===== src/rtl/pipelined_cla_adder.sv =====
// Pipelined carry-lookahead adder/subtractor: one BLOCK_WID-bit CLA slice per stage, valid/ready backpressure.
// Optional PIPELINED_CLA_SAT_EN clamps overflowing results to signed max/min.
module pipelined_cla_adder #(
    parameter int DATA_WID  = 32,
    parameter int BLOCK_WID = 8
) (
    input  logic                clk,
    input  logic                rst,
    input  logic                in_valid,
    output logic                in_ready,
    input  logic [DATA_WID-1:0] in1,
    input  logic [DATA_WID-1:0] in2,
    input  logic                carry_in,
    input  logic                sub,
    output logic                out_valid,
    input  logic                out_ready,
    output logic [DATA_WID-1:0] sum,
    output logic                carry_out,
    output logic                overflow,
    output logic                zero
);

    localparam int NUM_STAGES = DATA_WID / BLOCK_WID;

    if ((BLOCK_WID < 1) || ((DATA_WID % BLOCK_WID) != 0)) begin : g_width_check
        $error("pipelined_cla_adder: DATA_WID must be a multiple of BLOCK_WID");
    end

    logic advance;

    assign advance  = out_ready | ~out_valid;
    assign in_ready = advance;

    for (genvar k = 0; k < NUM_STAGES; k++) begin : g_stage
        logic [DATA_WID-1:0]  a_in;
        logic [DATA_WID-1:0]  b_in;
        logic [DATA_WID-1:0]  s_in;
        logic                 c_in;
        logic                 v_in;
        logic [BLOCK_WID-1:0] g;
        logic [BLOCK_WID-1:0] p;
        logic [BLOCK_WID-1:0] slice_sum;
        logic [BLOCK_WID:0]   c;
        logic [DATA_WID-1:0]  s_nxt;

        if (k == 0) begin : g_first
            assign a_in = in1;
            assign b_in = sub ? ~in2 : in2;
            assign c_in = sub | carry_in;
            assign s_in = '0;
            assign v_in = in_valid;
        end else begin : g_chain
            assign a_in = g_stage[k-1].g_mid.a_q;
            assign b_in = g_stage[k-1].g_mid.b_q;
            assign s_in = g_stage[k-1].g_mid.s_q;
            assign c_in = g_stage[k-1].g_mid.c_q;
            assign v_in = g_stage[k-1].g_mid.v_q;
        end

        // Operands are shifted down each stage, so the active slice is always the low BLOCK_WID bits.
        always_comb begin
            g    = a_in[BLOCK_WID-1:0] & b_in[BLOCK_WID-1:0];
            p    = a_in[BLOCK_WID-1:0] | b_in[BLOCK_WID-1:0];
            c    = '0;
            c[0] = c_in;
            for (int unsigned i = 0; i < BLOCK_WID; i++) begin
                c[i+1] = g[i] | (p[i] & c[i]);
            end
            slice_sum = a_in[BLOCK_WID-1:0] ^ b_in[BLOCK_WID-1:0] ^ c[BLOCK_WID-1:0];
        end

        // Resolved slices enter the skew register from the top and drift down into place.
        assign s_nxt = (s_in >> BLOCK_WID) | (DATA_WID'(slice_sum) << (DATA_WID - BLOCK_WID));

        if (k < NUM_STAGES - 1) begin : g_mid
            logic [DATA_WID-1:0] a_q;
            logic [DATA_WID-1:0] b_q;
            logic [DATA_WID-1:0] s_q;
            logic                c_q;
            logic                v_q;

            always_ff @(posedge clk) begin
                if (rst) begin
                    v_q <= 1'b0;
                    c_q <= 1'b0;
                    a_q <= '0;
                    b_q <= '0;
                    s_q <= '0;
                end else if (advance) begin
                    v_q <= v_in;
                    c_q <= c[BLOCK_WID];
                    a_q <= a_in >> BLOCK_WID;
                    b_q <= b_in >> BLOCK_WID;
                    s_q <= s_nxt;
                end
            end
        end else begin : g_last
            logic                ovf;
            logic [DATA_WID-1:0] res;

            assign ovf = c[BLOCK_WID-1] ^ c[BLOCK_WID];
`ifdef PIPELINED_CLA_SAT_EN
            // a_in[BLOCK_WID-1] is in1's MSB once all lower slices have been shifted out.
            assign res = ovf ? {a_in[BLOCK_WID-1], {(DATA_WID-1){~a_in[BLOCK_WID-1]}}} : s_nxt;
`else
            assign res = s_nxt;
`endif

            always_ff @(posedge clk) begin
                if (rst) begin
                    out_valid <= 1'b0;
                    sum       <= '0;
                    carry_out <= 1'b0;
                    overflow  <= 1'b0;
                    zero      <= 1'b0;
                end else if (advance) begin
                    out_valid <= v_in;
                    if (v_in) begin
                        sum       <= res;
                        carry_out <= c[BLOCK_WID];
                        overflow  <= ovf;
                        zero      <= ~|res;
                    end
                end
            end
        end
    end

endmodule


===== config.mk =====
export PLATFORM = sky130hd
export DESIGN_NAME = pipelined_cla_adder
export DESIGN_NICKNAME = d
export VERILOG_FILES = /design/src/rtl/pipelined_cla_adder.sv
export SDC_FILE = /design/constraint.sdc
export NUM_CORES = 1
export LEC_CHECK = 0
export CORE_MARGIN = 2
export CORE_UTILIZATION = 49
export CTS_CLUSTER_SIZE = 8
export DETAILED_ROUTE_END_ITERATION = 10
export PLACE_DENSITY_LB_ADDON = 0.08
export SYNTH_ARGS = -nofsm -noshare
export SYNTH_HDL_FRONTEND = slang
export SYNTH_SLANG_ARGS = --single-unit

===== constraint.sdc =====
create_clock -name clk -period 4.1 [get_ports clk]
set_clock_uncertainty 0.05 [all_clocks]
set_input_delay 0.41 -clock clk [delete_from_list [all_inputs] [get_ports clk]]
set_output_delay 0.41 -clock clk [all_outputs]
set_load 0.02 [all_outputs]

After elaboration in Yosys (flattened, before gate mapping)
Cells that the tools add are included.

storage, ports and cells
  register bits = 210
  latch bits = 0
  bits in writable memories = 0
  memory bits (read-only) = 0
  input port bits = 70
  memories kept = 0

cells by class
  $add $sub $neg = 0
  multipliers = 0
  divide/modulo/power cells = 0
  $lt $le $gt $ge = 0
  eq/ne operators = 0
  shifts and indexed selects = 0
  muxes and demuxes = 1
  bitwise operators = 88
  reduce and logical (&&, ||, !) cells = 3

operators with widths
  cell               number
  $or A24 B32 Y32    3
  $xor A8 B8 Y8      8
  $or A1 B1 Y1       34
  $and A1 B1 Y1      32
  $and A8 B8 Y8      4
  $mux W32           1
  $not A32 Y32       1
  $or A8 B8 Y8       4
  $reduce_or A32 Y1  1
  $reduce_and A2 Y1  1
  $logic_not A1 Y1   1
  $not A1 Y1         1
  $xor A1 B1 Y1      1

Depth between registers and ports, before layout
  word-level depth = 19
  mapped depth = 15
  depth with buffers taken out = 15

Least setup slack after synthesis
OpenSTA, ideal clock, no wires.

  path type = input port to flip-flop
  from = input port sub
  to = register g_stage[0].g_mid.s_q[31]
  library setup time = 0.132 ns
  data arrival time = 3.811 ns
  required time = 3.918 ns
  setup slack = 0.107 ns
  cell stages on the path = 15
  buffers on the path = 2
  path through = buf_2 > buf_2 > xor2_1 > fa_1 > inv_1 > fa_1 > fa_1 > fa_1 > fa_1 > inv_1 > fa_1 > fa_1 > fa_1 > nand2_1 > a21oi_1

on the way
  cells in the longest elaborated chain, start to end = 17

ends and longest elaborated chain
  item                               line  RTL
  start, declared                    14    input logic sub,
  $mux W32                           48    assign b_in = sub ? ~in2 : in2;
  $or A8 B8 Y8                       63    p = a_in[BLOCK_WID-1:0] | b_in[BLOCK_WID-1:0];
  $and A1 B1 Y1                      67    c[i+1] = g[i] | (p[i] & c[i]);
  $or A1 B1 Y1                       67
  $and A1 B1 Y1                      67
  $or A1 B1 Y1                       67
  $and A1 B1 Y1                      67
  $or A1 B1 Y1                       67
  [2 not listed]                     -
  $and A1 B1 Y1                      67
  $or A1 B1 Y1                       67
  $and A1 B1 Y1                      67
  $or A1 B1 Y1                       67
  $and A1 B1 Y1                      67
  $or A1 B1 Y1                       67
  $xor A8 B8 Y8 (*)                  69    slice_sum = a_in[BLOCK_WID-1:0] ^ b_in[BLOCK_WID-1:0] ^ c[BLOCK_WID-1:0];
  named net g_stage[0].slice_sum[7]  42    logic [BLOCK_WID-1:0] slice_sum;
  end signal, assigned               94    s_q <= s_nxt;
  end, declared                      78    logic [DATA_WID-1:0] s_q;

Mark *: on every way through the listed nets, which the timed path passes. The rest lies on a longest branch.
A chain may end at the register's enable or synchronous reset.

Worst setup path in the final report
  from = register g_stage[2].g_mid.a_q[0]
  to = register zero

on the way
  cells in the longest elaborated chain, start to end = 19

ends and longest elaborated chain
  item                    line  RTL
  start, declared         76    logic [DATA_WID-1:0] a_q;
  start signal, assigned  92    a_q <= a_in >> BLOCK_WID;
  $or A8 B8 Y8            63
  $and A1 B1 Y1           67
  $or A1 B1 Y1            67
  $and A1 B1 Y1           67
  $or A1 B1 Y1            67
  $and A1 B1 Y1           67
  $or A1 B1 Y1            67
  $and A1 B1 Y1           67
  [3 not listed]          -
  $and A1 B1 Y1           67
  $or A1 B1 Y1            67
  $and A1 B1 Y1           67
  $or A1 B1 Y1            67
  $xor A8 B8 Y8 (*)       69
  $or A24 B32 Y32 (*)     73    assign s_nxt = (s_in >> BLOCK_WID) | (DATA_WID'(slice_sum) << (DATA_WID - BLOCK_WID));
  $reduce_or A32 Y1 (*)   122   zero <= ~|res;
  $logic_not A1 Y1 (*)    122
  end signal, assigned    122
  end, declared           20    output logic zero

Every way passes the cells marked *; elsewhere a longest branch is shown, timed or not.

==> summary.md <==
| Metric | Value |
|---|---|
| Status | completed |
| Min cycle time layout | 3.89 ns |
| DRC | 0 |
| Seq/Total Area, Yosys | 49.9% |
| Syn_area_per_cell | 8.42 sq um |
| Largest net degree at the start of global routing | 93 |
| CTS Hold Bufs | 0 |
| Post-Layout Cell Count | 1154 |
| CP max FO | 2 |
| Total core area | 0.0150 sq mm |
| CP bufs+invs | 3 |
| Cell Area, Synth | 0.00746 sq mm |
| Yosys Warn Count | 0 |
| Vias in the first global route | 5551 |
| Reg-to-reg slack, setup | 0.21 ns |
| Final period util | 94.9% |
| Hold Vio Cnt, Final | 0 |
| Beginning of the critical path | g_stage[2].g_mid.a_q[0] |
| Final instance area | 0.00918 sq mm |
| Crit Reg-Reg Startpoint | g_stage[2].g_mid.a_q[0] |
| Most common cell on crit path | fa_1 |
| H-tree depth | 4 |
| Worst hold path type | input pin to flip-flop |
| CTS tree | done |
| Width of the chip | 127 microns |
| Leakage power | 3.45 nW |
| Synth top area cells | dfxtp_1 (50%), nand2_1 (14%), a21oi_1 (9.4%) |
| Post-synth EDFFs | 0 |
| CTS Buf Count | 17 |
| Global router's overall resource usage | 20.4% |
| Clock network fraction of design power | 42.9% |
| Drt first pass iters | 4 |
| Ratio of cells with drive above 1 in the final layout | 4.76% |
| PD cells | 452 mW/mm^2 |
| Initial antenna violation count | 0 |
| Most area-hungry cell type in the Yosys netlist | dfxtp_1 |
| Max-slew violations | 0 |
| Register area | 0.00372 sq mm |
| Post-Route WL | 15.6 mm |
| Gr ovfl total | 0 |
| Total vias in the final route | 5757 |
| Initial core utilization | 49.6% |
| Pint | 3.19 mW |
| CP startpoint kind | flip-flop |
| Wirelength per Cell | 13.5 microns |
| Worst VDD drop | 0.305 mV |
| Slowest stage delay, CP | 0.53 ns |
| F_max | 257 MHz |
| Setup slack after layout | 0.210 ns |
| WS Path Type | flip-flop to flip-flop |
| Worst reg2reg path depth | 15 |
| GPL Wtd Cong | 0.897 |
| Final setup viols | 0 |
| Top-count cell post-synth | nand2_1 |
| Hold endpoint | g_stage[1].g_mid.a_q[11] |
| Max cap viols | 0 |
| Post-CTS Setup Bufs | 0 |
| First-pass GRT wire length | 26.3 mm |
| Worst slew pin tran | 0.899 ns |
| Total negative slack | 0 ns |
| Clk sinks | 186 |
| Synth unique cells | 24 |
| IO buf count | 106 |
| Setup crit end kind | flip-flop |
| Hold depth | 2 |
| Reg power frac | 47.9% |
| Hold slack | 0.343 ns |
| P_sw | 0.958 mW |
| Hold Startpoint | rst |
| Height of the die | 127 microns |
| Multi-input logic area | 0.00330 sq mm |
| Design Power | 4.15 mW |
| Logic pwr share | 9.2% |
| Clk_lat worst skew | 0.43 ns |
| Layout Nets | 1055 |
| RSZ-0062 raised after global routing | false |
| Area delta synth->final | 23.0% |
| Post-CTS sizing | 0 |
| Max Buffers Root-to-Sink | 2 |
| Ant. Diodes | 0 |
| Final Util | 61.1% |
| Crit path DAT | 4.20 ns |
| Area fraction of the dominant cell type after synthesis | 49.9% |
| Worst-path cell chain | inv_1, fa_1, inv_1, fa_1, fa_1, fa_1, fa_1, inv_1, fa_1, fa_1, fa_1, nand4_1, nor4_1, nand4_1, o21ai_1 |
| Dpl cells | 1122 |
| Area post-placement | 0.00853 sq mm |
| Cell count after synthesis | 886 |
| Sw Ratio | 23.1% |
| Commonest cells in the netlist | nand2_1 (281), dfxtp_1 (186), a21oi_1 (140), nor2_1 (47), a211oi_1 (44) |
| Routed Antenna Nets | 0 |
| Prevailing post-synth register cell | dfxtp_1 |
| Pre-CTS WS | -0.158 ns |
| Clock transition at path regs | 0.07 ns |
| HPWL after DPL | 10.9 mm |
| FILL cells | 1366 |
| Reg-to-reg endpoint | zero |
| # rows | 45 |
| Mapped Nets | 988 |
| Critical-path top delay cell | fa_1 |
| Die area | 0.0162 sq mm |
| Synth async-reset ratio | 0% |
| Root Driver | clkbuf_16 |
| Max_slew headroom | 39.9% |
| Yosys reg bits | 186 |
| Worst Path Required | 4.41 ns |
| DRT iter0 DRCs | 292 |
| Vias per inst | 4.99 |
| I/O pins | 107 |
| Critical path's top delay family | adder cells |
-- layout make-up --
class,instances,area share (%)
Clock buffer,17,4.63
Clock inverter,15,2.41
Timing Repair Buffer,115,12.2
Multi-Input combinational cell,593,36.0
Inverter,40,1.66
Tap cell,188,2.56
Sequential cell,186,40.6
-- worst register-to-register path, stage by stage, from the launching register on --
cell and delay, ns:
dfxtp_1 0.33, inv_1 0.06, fa_1 0.41, inv_1 0.08
fa_1 0.18, fa_1 0.19, fa_1 0.19, fa_1 0.17
inv_1 0.05, fa_1 0.39, fa_1 0.44, fa_1 0.53
nand4_1 0.14, nor4_1 0.34, nand4_1 0.14, o21ai_1 0.14
-- registers in the layout, indices dropped and copies added (netlist names) --
signal	count
g_stage.g_mid.b_q	48
g_stage.g_mid.a_q	48
g_stage.g_mid.c_q	3
out_valid	1
g_stage.g_mid.v_q	3
carry_out	1
g_stage.g_mid.s_q	48
sum	32
overflow	1
zero	1
-- cell usage in the layout (no fill, tap or decap), types with 2 or more instances in the layout --
cell type / instances
clkbuf_16: 17
a211oi_1: 44
buf_4: 10
or4_1: 3
fa_1: 32
bufinv_16: 5
inv_6: 3
nor2_1: 47
clkdlybuf4s50_1: 104
xor2_1: 8
clkinv_4: 2
a21oi_1: 140
nand2_1: 281
nor4_1: 4
nand4_1: 2
dfxtp_1: 186
inv_1: 39
xnor2_1: 25
clkinv_2: 4
-- logic make-up after synthesis --
| family | Yosys count | synth area share [%] |
|---|---|---|
| xor gates and xnor gates | 33 | 3.87 |
| adders and majority gates | 32 | 8.58 |
| buffers and inverters | 107 | 5.97 |
| AOI/OAI and AO/OA | 185 | 13.9 |
| and+or+nand+nor | 343 | 17.8 |
| DFF | 186 | 49.9 |
-- how the worst max path moves through the flow --
stage                     depth (start not counted)  slack [ns]                       end
after floorplan                                  15        0.11  g_stage[0].g_mid.s_q[31]
after global placement                           14       -0.09  g_stage[0].g_mid.s_q[31]
after detailed placement                         14       -0.16  g_stage[0].g_mid.s_q[31]
after CTS                                        15        0.22                      zero
after global routing                             15        0.05                      zero
final                                            15        0.21                      zero
-- power by group through the flow --
| stage | combinational [mW] | sequential, mW | clock (mW) |
|---|---|---|---|
| 2_1_floorplan | 0.237 | 2.01 | 0 |
| 6_report | 0.382 | 1.99 | 1.78 |
| 3_3_place_gp | 0.377 | 2.02 | 0 |
| 5_1_grt | 0.430 | 2.00 | 1.88 |
| 4_1_cts | 0.387 | 1.99 | 1.82 |
| 3_5_place_dp | 0.384 | 2.03 | 0 |
-- metal layers --
layer  routed length, microns  share of wire [%]  GRT usage (%)  vias to the layer above
met3                      593                3.8           4.36                       29
li1                         -                  -              -                     2973
met1                     7520                 48           27.5                     2632
met4                      390                2.5           8.27                        0
met2                     7070                 45           32.3                      123
met5                        0                  0              0                        -
Note: power is estimated with default switching activity, not from simulation.
